**src/rtl/fpu_lib.sv**
```systemverilog
// fpu_lib: shared types and constants for the fp16 multiplier arbiter. Rev 1.0
`default_nettype none

package fpu_lib;

  typedef logic [15:0] fp16_t;
  typedef logic [3:0]  condCode_t;

  typedef enum logic [2:0] {
    ARB_IDLE  = 3'd0,
    ARB_CLEAR = 3'd1,
    ARB_START = 3'd2,
    ARB_BUSY  = 3'd3,
    ARB_RESP  = 3'd4
  } fpuMulArbState_t;

  localparam int    FPU_MUL_ARB_TIMEOUT_DEFAULT = 64;
  localparam fp16_t FP16_QNAN                   = 16'h7E00;

endpackage

`default_nettype wire

```
**src/rtl/fpu_mul_arb_rr.sv**
```systemverilog
// fpuRRArbiter: one-hot round-robin pick, searching upward from pointer with wrap. Rev 1.0
`default_nettype none

module fpuRRArbiter #(
  parameter int NUM_REQ = 4,
  parameter int IDX_W   = (NUM_REQ > 1) ? $clog2(NUM_REQ) : 1
) (
  input  logic [NUM_REQ-1:0] req,
  input  logic [IDX_W-1:0]   pointer,
  output logic [NUM_REQ-1:0] winner
);

  always_comb begin : p_search
    int   cand;
    logic found;
    winner = '0;
    found  = 1'b0;
    cand   = 0;
    for (int i = 0; i < NUM_REQ; i++) begin
      cand = int'(pointer) + i;
      if (cand >= NUM_REQ) cand = cand - NUM_REQ;
      if (!found && req[cand[IDX_W-1:0]]) begin
        winner[cand[IDX_W-1:0]] = 1'b1;
        found                   = 1'b1;
      end
    end
  end

endmodule

`default_nettype wire

```
**src/rtl/fpu_mul_arb.sv**
```systemverilog
// fpu_mul_arb: shares one fpuMul16 among NUM_REQ requesters, one op at a time. Rev 1.0
// Optional busy-cycle abort returning quiet NaN: define FPU_MUL_ARB_TIMEOUT_EN.
`default_nettype none

module fpu_mul_arb
  import fpu_lib::*;
#(
  parameter int NUM_REQ     = 4,
  parameter int TIMEOUT_CYC = FPU_MUL_ARB_TIMEOUT_DEFAULT
) (
  input  logic                clock,
  input  logic                reset,
  input  logic [NUM_REQ-1:0]  req,
  input  fp16_t [NUM_REQ-1:0] reqIn1,
  input  fp16_t [NUM_REQ-1:0] reqIn2,
  output logic [NUM_REQ-1:0]  grant,
  output logic [NUM_REQ-1:0]  respValid,
  output fp16_t               respOut,
  output condCode_t           respCondCodes,
  output logic                respTimeout,
  output fp16_t               mulIn1,
  output fp16_t               mulIn2,
  output logic                mulStart,
  output logic                mulClear,
  input  fp16_t               mulOut,
  input  condCode_t           mulCondCodes,
  input  logic                mulDone
);

  localparam int IDX_W = (NUM_REQ > 1) ? $clog2(NUM_REQ) : 1;

  if (NUM_REQ < 2 || NUM_REQ > 8) begin : g_bad_num_req
    $error("fpu_mul_arb: NUM_REQ must be in 2..8");
  end
  if (TIMEOUT_CYC < 1) begin : g_bad_timeout
    $error("fpu_mul_arb: TIMEOUT_CYC must be at least 1");
  end

  fpuMulArbState_t    state, state_next;
  logic [IDX_W-1:0]   ptr, cur_idx, win_idx;
  logic [NUM_REQ-1:0] winner;
  logic               take;
  logic               timed_out;

  fpuRRArbiter #(.NUM_REQ(NUM_REQ), .IDX_W(IDX_W)) u_rr (
    .req     (req),
    .pointer (ptr),
    .winner  (winner)
  );

  assign take = (state == ARB_IDLE) && (|req);

  always_comb begin
    win_idx = '0;
    for (int i = 0; i < NUM_REQ; i++) begin
      if (winner[i]) win_idx = IDX_W'(i);
    end
  end

`ifdef FPU_MUL_ARB_TIMEOUT_EN
  localparam int CNT_W = $clog2(TIMEOUT_CYC + 1);
  logic [CNT_W-1:0] busy_cnt;
  logic             timeout_flag;

  // busy_cnt equals the number of ARB_BUSY cycles already spent
  always_ff @(posedge clock or posedge reset) begin
    if (reset)                   busy_cnt <= '0;
    else if (state == ARB_BUSY)  busy_cnt <= busy_cnt + 1'b1;
    else                         busy_cnt <= '0;
  end

  assign timed_out = (state == ARB_BUSY) && !mulDone &&
                     (busy_cnt == CNT_W'(TIMEOUT_CYC - 1));

  always_ff @(posedge clock or posedge reset) begin
    if (reset)                                        timeout_flag <= 1'b0;
    else if ((state == ARB_BUSY) && (mulDone || timed_out)) timeout_flag <= timed_out;
  end

  assign respTimeout = timeout_flag && (state == ARB_RESP);
`else
  assign timed_out   = 1'b0;
  assign respTimeout = 1'b0;
`endif

  always_ff @(posedge clock or posedge reset) begin
    if (reset) state <= ARB_IDLE;
    else       state <= state_next;
  end

  always_comb begin
    state_next = state;
    grant      = '0;
    respValid  = '0;
    mulStart   = 1'b0;
    mulClear   = reset;
    case (state)
      ARB_IDLE: begin
        if (take) begin
          grant      = winner & {NUM_REQ{!reset}};
          state_next = ARB_CLEAR;
        end
      end
      ARB_CLEAR: begin
        mulClear   = 1'b1;
        state_next = ARB_START;
      end
      ARB_START: begin
        mulStart   = 1'b1;
        state_next = ARB_BUSY;
      end
      ARB_BUSY: begin
        if (mulDone || timed_out) state_next = ARB_RESP;
      end
      ARB_RESP: begin
        respValid  = NUM_REQ'(1) << cur_idx;
        state_next = ARB_IDLE;
      end
      default: state_next = ARB_IDLE;
    endcase
  end

  always_ff @(posedge clock or posedge reset) begin
    if (reset) begin
      ptr           <= '0;
      cur_idx       <= '0;
      mulIn1        <= '0;
      mulIn2        <= '0;
      respOut       <= '0;
      respCondCodes <= '0;
    end else begin
      if (take) begin
        cur_idx <= win_idx;
        mulIn1  <= reqIn1[win_idx];
        mulIn2  <= reqIn2[win_idx];
        ptr     <= (win_idx == IDX_W'(NUM_REQ - 1)) ? '0 : win_idx + 1'b1;
      end
      // a real result wins over a timeout landing in the same cycle
      if (state == ARB_BUSY) begin
        if (mulDone) begin
          respOut       <= mulOut;
          respCondCodes <= mulCondCodes;
        end else if (timed_out) begin
          respOut       <= FP16_QNAN;
          respCondCodes <= '0;
        end
      end
    end
  end

endmodule

`default_nettype wire

```
**config.mk**
```make
export PLATFORM = sky130hd
export DESIGN_NAME = fpu_mul_arb
export DESIGN_NICKNAME = d
export VERILOG_FILES = /design/src/rtl/fpu_lib.sv /design/src/rtl/fpu_mul_arb_rr.sv /design/src/rtl/fpu_mul_arb.sv
export SDC_FILE = /design/constraint.sdc
export NUM_CORES = 1
export LEC_CHECK = 0
export BUFFER_PORTS_ARGS = -buffer_cell sky130_fd_sc_hd__buf_4
export CAP_MARGIN = 15
export CORE_UTILIZATION = 44
export CTS_CLUSTER_DIAMETER = 80
export DETAILED_ROUTE_END_ITERATION = 8
export PLACE_DENSITY = 0.81
export SYNTH_ARGS = -nofsm -noshare
export SYNTH_HDL_FRONTEND = slang
export SYNTH_SLANG_ARGS = --single-unit
```
**constraint.sdc**
```tcl
create_clock -name clock -period 4.6 [get_ports clock]
set_input_delay 0.69 -clock clock [delete_from_list [all_inputs] [get_ports clock]]
set_output_delay 0.69 -clock clock [all_outputs]
set_load 0.05 [all_outputs]
```
Yosys cells after proc, flatten, opt, wreduce, memory -nomap -nowiden
Index checks and enable logic that the tools add are counted.
Widths: inputs -> output; s select.

operators by class
  equal/unequal tests = 7
  reduce and logical (&&, ||, !) cells = 16
  magnitude comparators = 13
  muxes and demuxes = 43
  multiply operators = 0
  div/mod/pow operators = 0
  bitwise gates (word level) = 4
  add/sub/neg operators = 8
  shift operators = 1

operators by type and width
  cell                 count
  $bmux 16 s2          2
  $mux 16              2
  $mux 4               7
  $lt 2x3->1 const B   5
  $mux 1               14
  $mux 2               7
  $or 4x4->4           3
  $pmux 3 s4           1
  $ge 3x3->1 const B   3
  $bmux 1 s2           4
  $demux 1 s2          4
  $ge 2x1->1 const B   4
  $logic_and 1x1->1    8
  $sub 2x1->2 const B  4
  $add 2x2->3 const B  2
  $eq 3x2->1 const B   2
  $mux 3               2
  $and 4x4->4          1
  $logic_not 1->1      4
  $ne 2x2->1 const B   2
  $reduce_and 2->1     2
  $reduce_or 4->1      1
  $shl 1x2->4 const A  1
  $add 2x1->3 const B  1
  other kinds (6)      6

word-level totals
  logic and storage cells = 99
  memories kept = 0
  bits in writable memories = 0
  input port bits = 155
  output and inout port bits = 63
  memory bits (read-only) = 0
  flip-flop bits (word level) = 59
  latch bits = 0

Longest topological paths before layout
  depth in word-level cells = 19
  gate-level depth with buffers = 11

Hierarchy
A second synthesis with hierarchy kept.

second synthesis, totals
  cells, all modules = 305
  area, all modules = 3,367.0 um^2

by module, submodules not included
  module        times used  cells each  area each (um^2)  seq. area each (um^2)
  fpu_mul_arb   1           275         3,064.2           1,476.4
  fpuRRArbiter  1           30          302.8             0.0

Worst setup path before layout
Ideal clock, no wire load.

  kind = reg-to-output
  from = register ptr[0]
  to = output port grant[2]
  path buffers = 1
  arrival = 3,191 ps
  required time = 3,910 ps
  stages on the path, launching flop included = 8
  path slack = 719 ps
  path through = dfrtp_1 > buf_2 > inv_1 > ha_1 > mux4_2 > nor3b_1 > a221o_1 > nor3_1

between the ends
  longest elaborated chain between the ends = 17
  elaborated cells on any way between the ends = 62
  those cells by class = add/sub: 7; order compare: 12; mux: 29; bitwise: 4; reduce/logical: 10

RTL lines
  what                                                                  RTL line              RTL
  from (decl)                                                           fpu_mul_arb.sv:40     logic [IDX_W-1:0] ptr, cur_idx, win_idx;
  from (signal assigned)                                                fpu_mul_arb.sv:136    ptr <= (win_idx == IDX_W'(NUM_REQ - 1)) ? '0 : win_idx + 1'b1;
  parallel branches: the longest is 13 deep, another holds $add 2x1->3  -
  $mux 4 *                                                              fpu_mul_arb_rr.sv:22  if (!found && req[cand[IDX_W-1:0]]) begin
  $and 4x4->4 *                                                         fpu_mul_arb.sv:100    grant = winner & {NUM_REQ{!reset}};
  $mux 4 *                                                              fpu_mul_arb.sv:99     if (take) begin
  $mux 4 *                                                              fpu_mul_arb.sv:97     case (state)
  to (decl)                                                             fpu_mul_arb.sv:16     output logic [NUM_REQ-1:0] grant,

Every way passes the cells marked *. The select of a mux whose other input is x is not followed.

Worst setup path after layout
  from = register ptr[0]
  to = output port grant[3]

The elaborated chain is that of the path after synthesis.

==> reports/results.tsv <==
stage	metric	value	unit
placed_design	dp_cells	718	
route	detail-route-antenna-nets	0	
layout	layout-drive-gt1-share	0.400	
floorplanning	fp.dieW	92.5	um
synthesis	netlist_instances	428	
clock_tree	clk_pin_slew	0.08	ns
power_and_ir_drop	p_sw	0.00254	W
global_routing	grt_max_degree	66	
global_routing	antenna_found_initial	0	
sta	maxSlewHeadroom	0.507	
power_and_ir_drop	peakVddDrop	0.475	mV
layout	num-nets-final	789	
sta	maxSlewViolCount	0	
critical_path	critPathRequiredTime	3.91	ns
synthesis	yosysWarnings	0	
power_and_ir_drop	p_leak	2.74	nW
sta	setup_viol	0	
synthesis	synth.distinct_cells	37	
route	avgViaCountPerCell	5.60	
run_status	outcome	completed	
synthesis	ys_ff_latch	59	
global_routing	grt_pass1_vias	3961	
floorplanning	die_h	92.5	um
critical_path	crit_type	flip-flop to output pin	
sta	worst_slew_pin_slew	0.739	ns
route	drtPass1Iterations	5	
layout	fill_cells	614	
min_path	hp-class	flip-flop to flip-flop	
route	vias	4119	
sta	hold_viol_final	0	
synthesis	synth.area.top_cells	dfrtp_1, a221oi_1, nand2_1	
run	cap_violations	0	
layout	postLayoutCellArea	5520	um2
clock_tree	clock_latency	0.33	ns
power_and_ir_drop	pwr-share-comb	0.674	
sta	clock.fmax	251	MHz
route	drt_wl_total	12600	um
route	wl_per_cell	17.1	um
clock_tree	numCtsBuffers	9	
synthesis	netlist_area	3600	um2
floorplanning	core	7810	um2
critical_path	crit_path_max_fanout	13	
power_and_ir_drop	seq_power_share	0.209	
layout	finalNonFillerCells	735	
floorplanning	start_util	0.462	
sta	rsz0062_at_grt	false	
critical_path	cp-end-kind	output pin	
synthesis	synth_common_cells	nand2_1, dfrtp_1, nor2_1, and3_1, a21oi_1	
placed_design	hpwl	8990	um
synthesis	synthMostInstantiatedCell	nand2_1	
clock_tree	numClockSinks	59	
sta	layout_min_cycle_time	3.98	ns
clock_tree	htreeDepth	3	
route	drcViolationCount	0	
power_and_ir_drop	swShare	0.544	
clock_tree	cts_resized	0	
critical_path	rrSetupSlack	1.06	ns
floorplanning	rows	32	
critical_path	worstPathArrival	3.29	ns
power_and_ir_drop	p_int	0.00213	W
power_and_ir_drop	total_power	0.00467	W
sta	period_share	0.866	
synthesis	yosys.area.top_type_share	0.410	
synthesis	synth_area_leader_cell	dfrtp_1	
placed_design	post_dp_cell_area	5280	um2
clock_tree	postCtsSetupRepairBufs	0	
synthesis	synth_edf_count	0	
placed_design	gp_congestion	0.862	
synthesis	avgSynthCellArea	8.42	um2
clock_tree	cts_max_path_buffers	2	
clock_tree	ctsHoldBuffers	0	
global_routing	grt_overflow	0	
critical_path	cp_cell_sequence	inv_1 > ha_1 > mux4_2 > or2_1 > o311ai_4 > and3_1 > buf_4	
power_and_ir_drop	clkPwrFrac	0.117	
route	first_iter_violations	179	
synthesis	synth_nets	589	
global_routing	grt.total_usage	0.295	
sta	setup_tns	0	ns
placed_design	port_buffers	216	
floorplanning	io-pin-count	218	
critical_path	cp-start-kind	flip-flop	
synthesis	synth_top_flop_cell	dfrtp_1	
synthesis	seq_area_frac_synth	0.410	
global_routing	grt_first_pass_wirelength	19600	um
layout	antenna_cells	0	
sta	clock_skew	0.00954	ns
clock_tree	cts-root-buf	clkbuf_8	
floorplanning	dieArea	8560	um2
critical_path	crit_slowest_cell	dfrtp_1	
layout	syn2layout_area_growth	53.0	%
power_and_ir_drop	power.density	846	nW/um2
clock_tree	cts_tree	yes	
synthesis	async_flop_share	1.00	
critical_path	cpPeakStageDelay	0.62	ns
==> cells in the final DEF, fill, tap and decap left out, drive strengths merged, types with 2 or more instances in the layout <==
master / Yosys / layout
nor3b: 2 / 2
bufinv: 0 / 2
and2: 3 / 3
clkinvlp: 0 / 2
buf: 6 / 225
nor2b: 4 / 4
nor3: 3 / 3
dfrtp: 59 / 59
nor2: 39 / 39
and3: 37 / 37
clkinv: 0 / 2
o21ai: 36 / 36
a21oi: 36 / 36
clkbuf: 30 / 9
ha: 6 / 6
mux2: 2 / 2
inv: 8 / 9
a211oi: 2 / 2
a221oi: 34 / 34
nand3b: 3 / 3
nand2: 69 / 69
nor4: 2 / 2
mux4: 4 / 4
a21boi: 32 / 32
==> cell families after synthesis <==
kind of cell / count (synthesis) / synth area share
and+or+nand+nor: 166 / 0.216
AOI/OAI and AO/OA: 146 / 0.273
DFF: 59 / 0.410
buffers and inverters: 44 / 0.0489
muxes: 6 / 0.0312
adders and majority gates: 6 / 0.0208
other: 1 / 0.00104
==> worst max-delay path, delay by kind of cell (launching register included) <==
family | cells | cell delay (ns)
flip-flops | 1 | 0.62
multiplexers | 1 | 0.60
AND/OR/NAND/NOR | 2 | 0.54
AO/OA/AOI/OAI | 1 | 0.44
adder cells (fa/ha/maj) | 1 | 0.40
buffers and inverters | 2 | 0.36
==> layout make-up <==
type	instances	area [um2]	share of cell area
Clock buffer	9	124	0.0225
Clock inverter	7	101	0.0184
Inverter	8	30.0	0.00544
Multi-Input combinational cell	325	1960	0.355
Sequential cell	59	1480	0.268
Tap cell	102	128	0.0231
Timing Repair Buffer	225	1700	0.308
==> routing by layer <==
metal  part of all wire  track usage  vias to the layer above
met5                  0            0                        -
met4              0.017       0.0951                        0
met3              0.090       0.0805                       23
met2               0.50        0.510                      201
met1               0.39        0.355                     1951
li1                   -            -                     1944
==> path summary, 6_finish.rpt <==
| kind | depth (start not counted) | from | endpoint |
|---|---|---|---|
| min in group asynchronous | 2 | reset | respOut[15] |
| min reg2reg | 2 | respOut[3] | respOut[3] |
| max | 7 | ptr[0] | grant[3] |
| max reg2reg | 9 | ptr[0] | mulIn2[6] |
| max in group asynchronous | 3 | reset | mulIn1[7] |
| min | 2 | respOut[3] | respOut[3] |
==> stage by stage <==
| step | hold slack, ns | util | setup slack, ns |
|---|---|---|---|
| CTS | 0.484 | 0.704 | 0.576 |
| floorplan | 0.484 | - | 0.719 |
| detailed placement | 0.464 | 0.676 | 0.768 |
| global route | 0.510 | 0.706 | 0.374 |
| global placement | 0.462 | 0.676 | 0.930 |
| finish | 0.483 | 0.706 | 0.616 |
==> state kept, by name (all words and copies together) (netlist names) <==
name           cells
respCondCodes      4
respOut           16
mulIn1            16
mulIn2            16
state              3
cur_idx            2
ptr                2
==> power groups by stage <==
stage	registers [W]	logic, W	clock network (W)
2_1_floorplan	0.00172	0.00144	0
3_3_place_gp	0.000966	0.00304	0
3_5_place_dp	0.000976	0.00311	0
4_1_cts	0.000971	0.00311	0.000554
5_1_grt	0.00101	0.00340	0.000570
6_report	0.000975	0.00315	0.000545
Note: power is estimated with default switching activity, not from simulation.
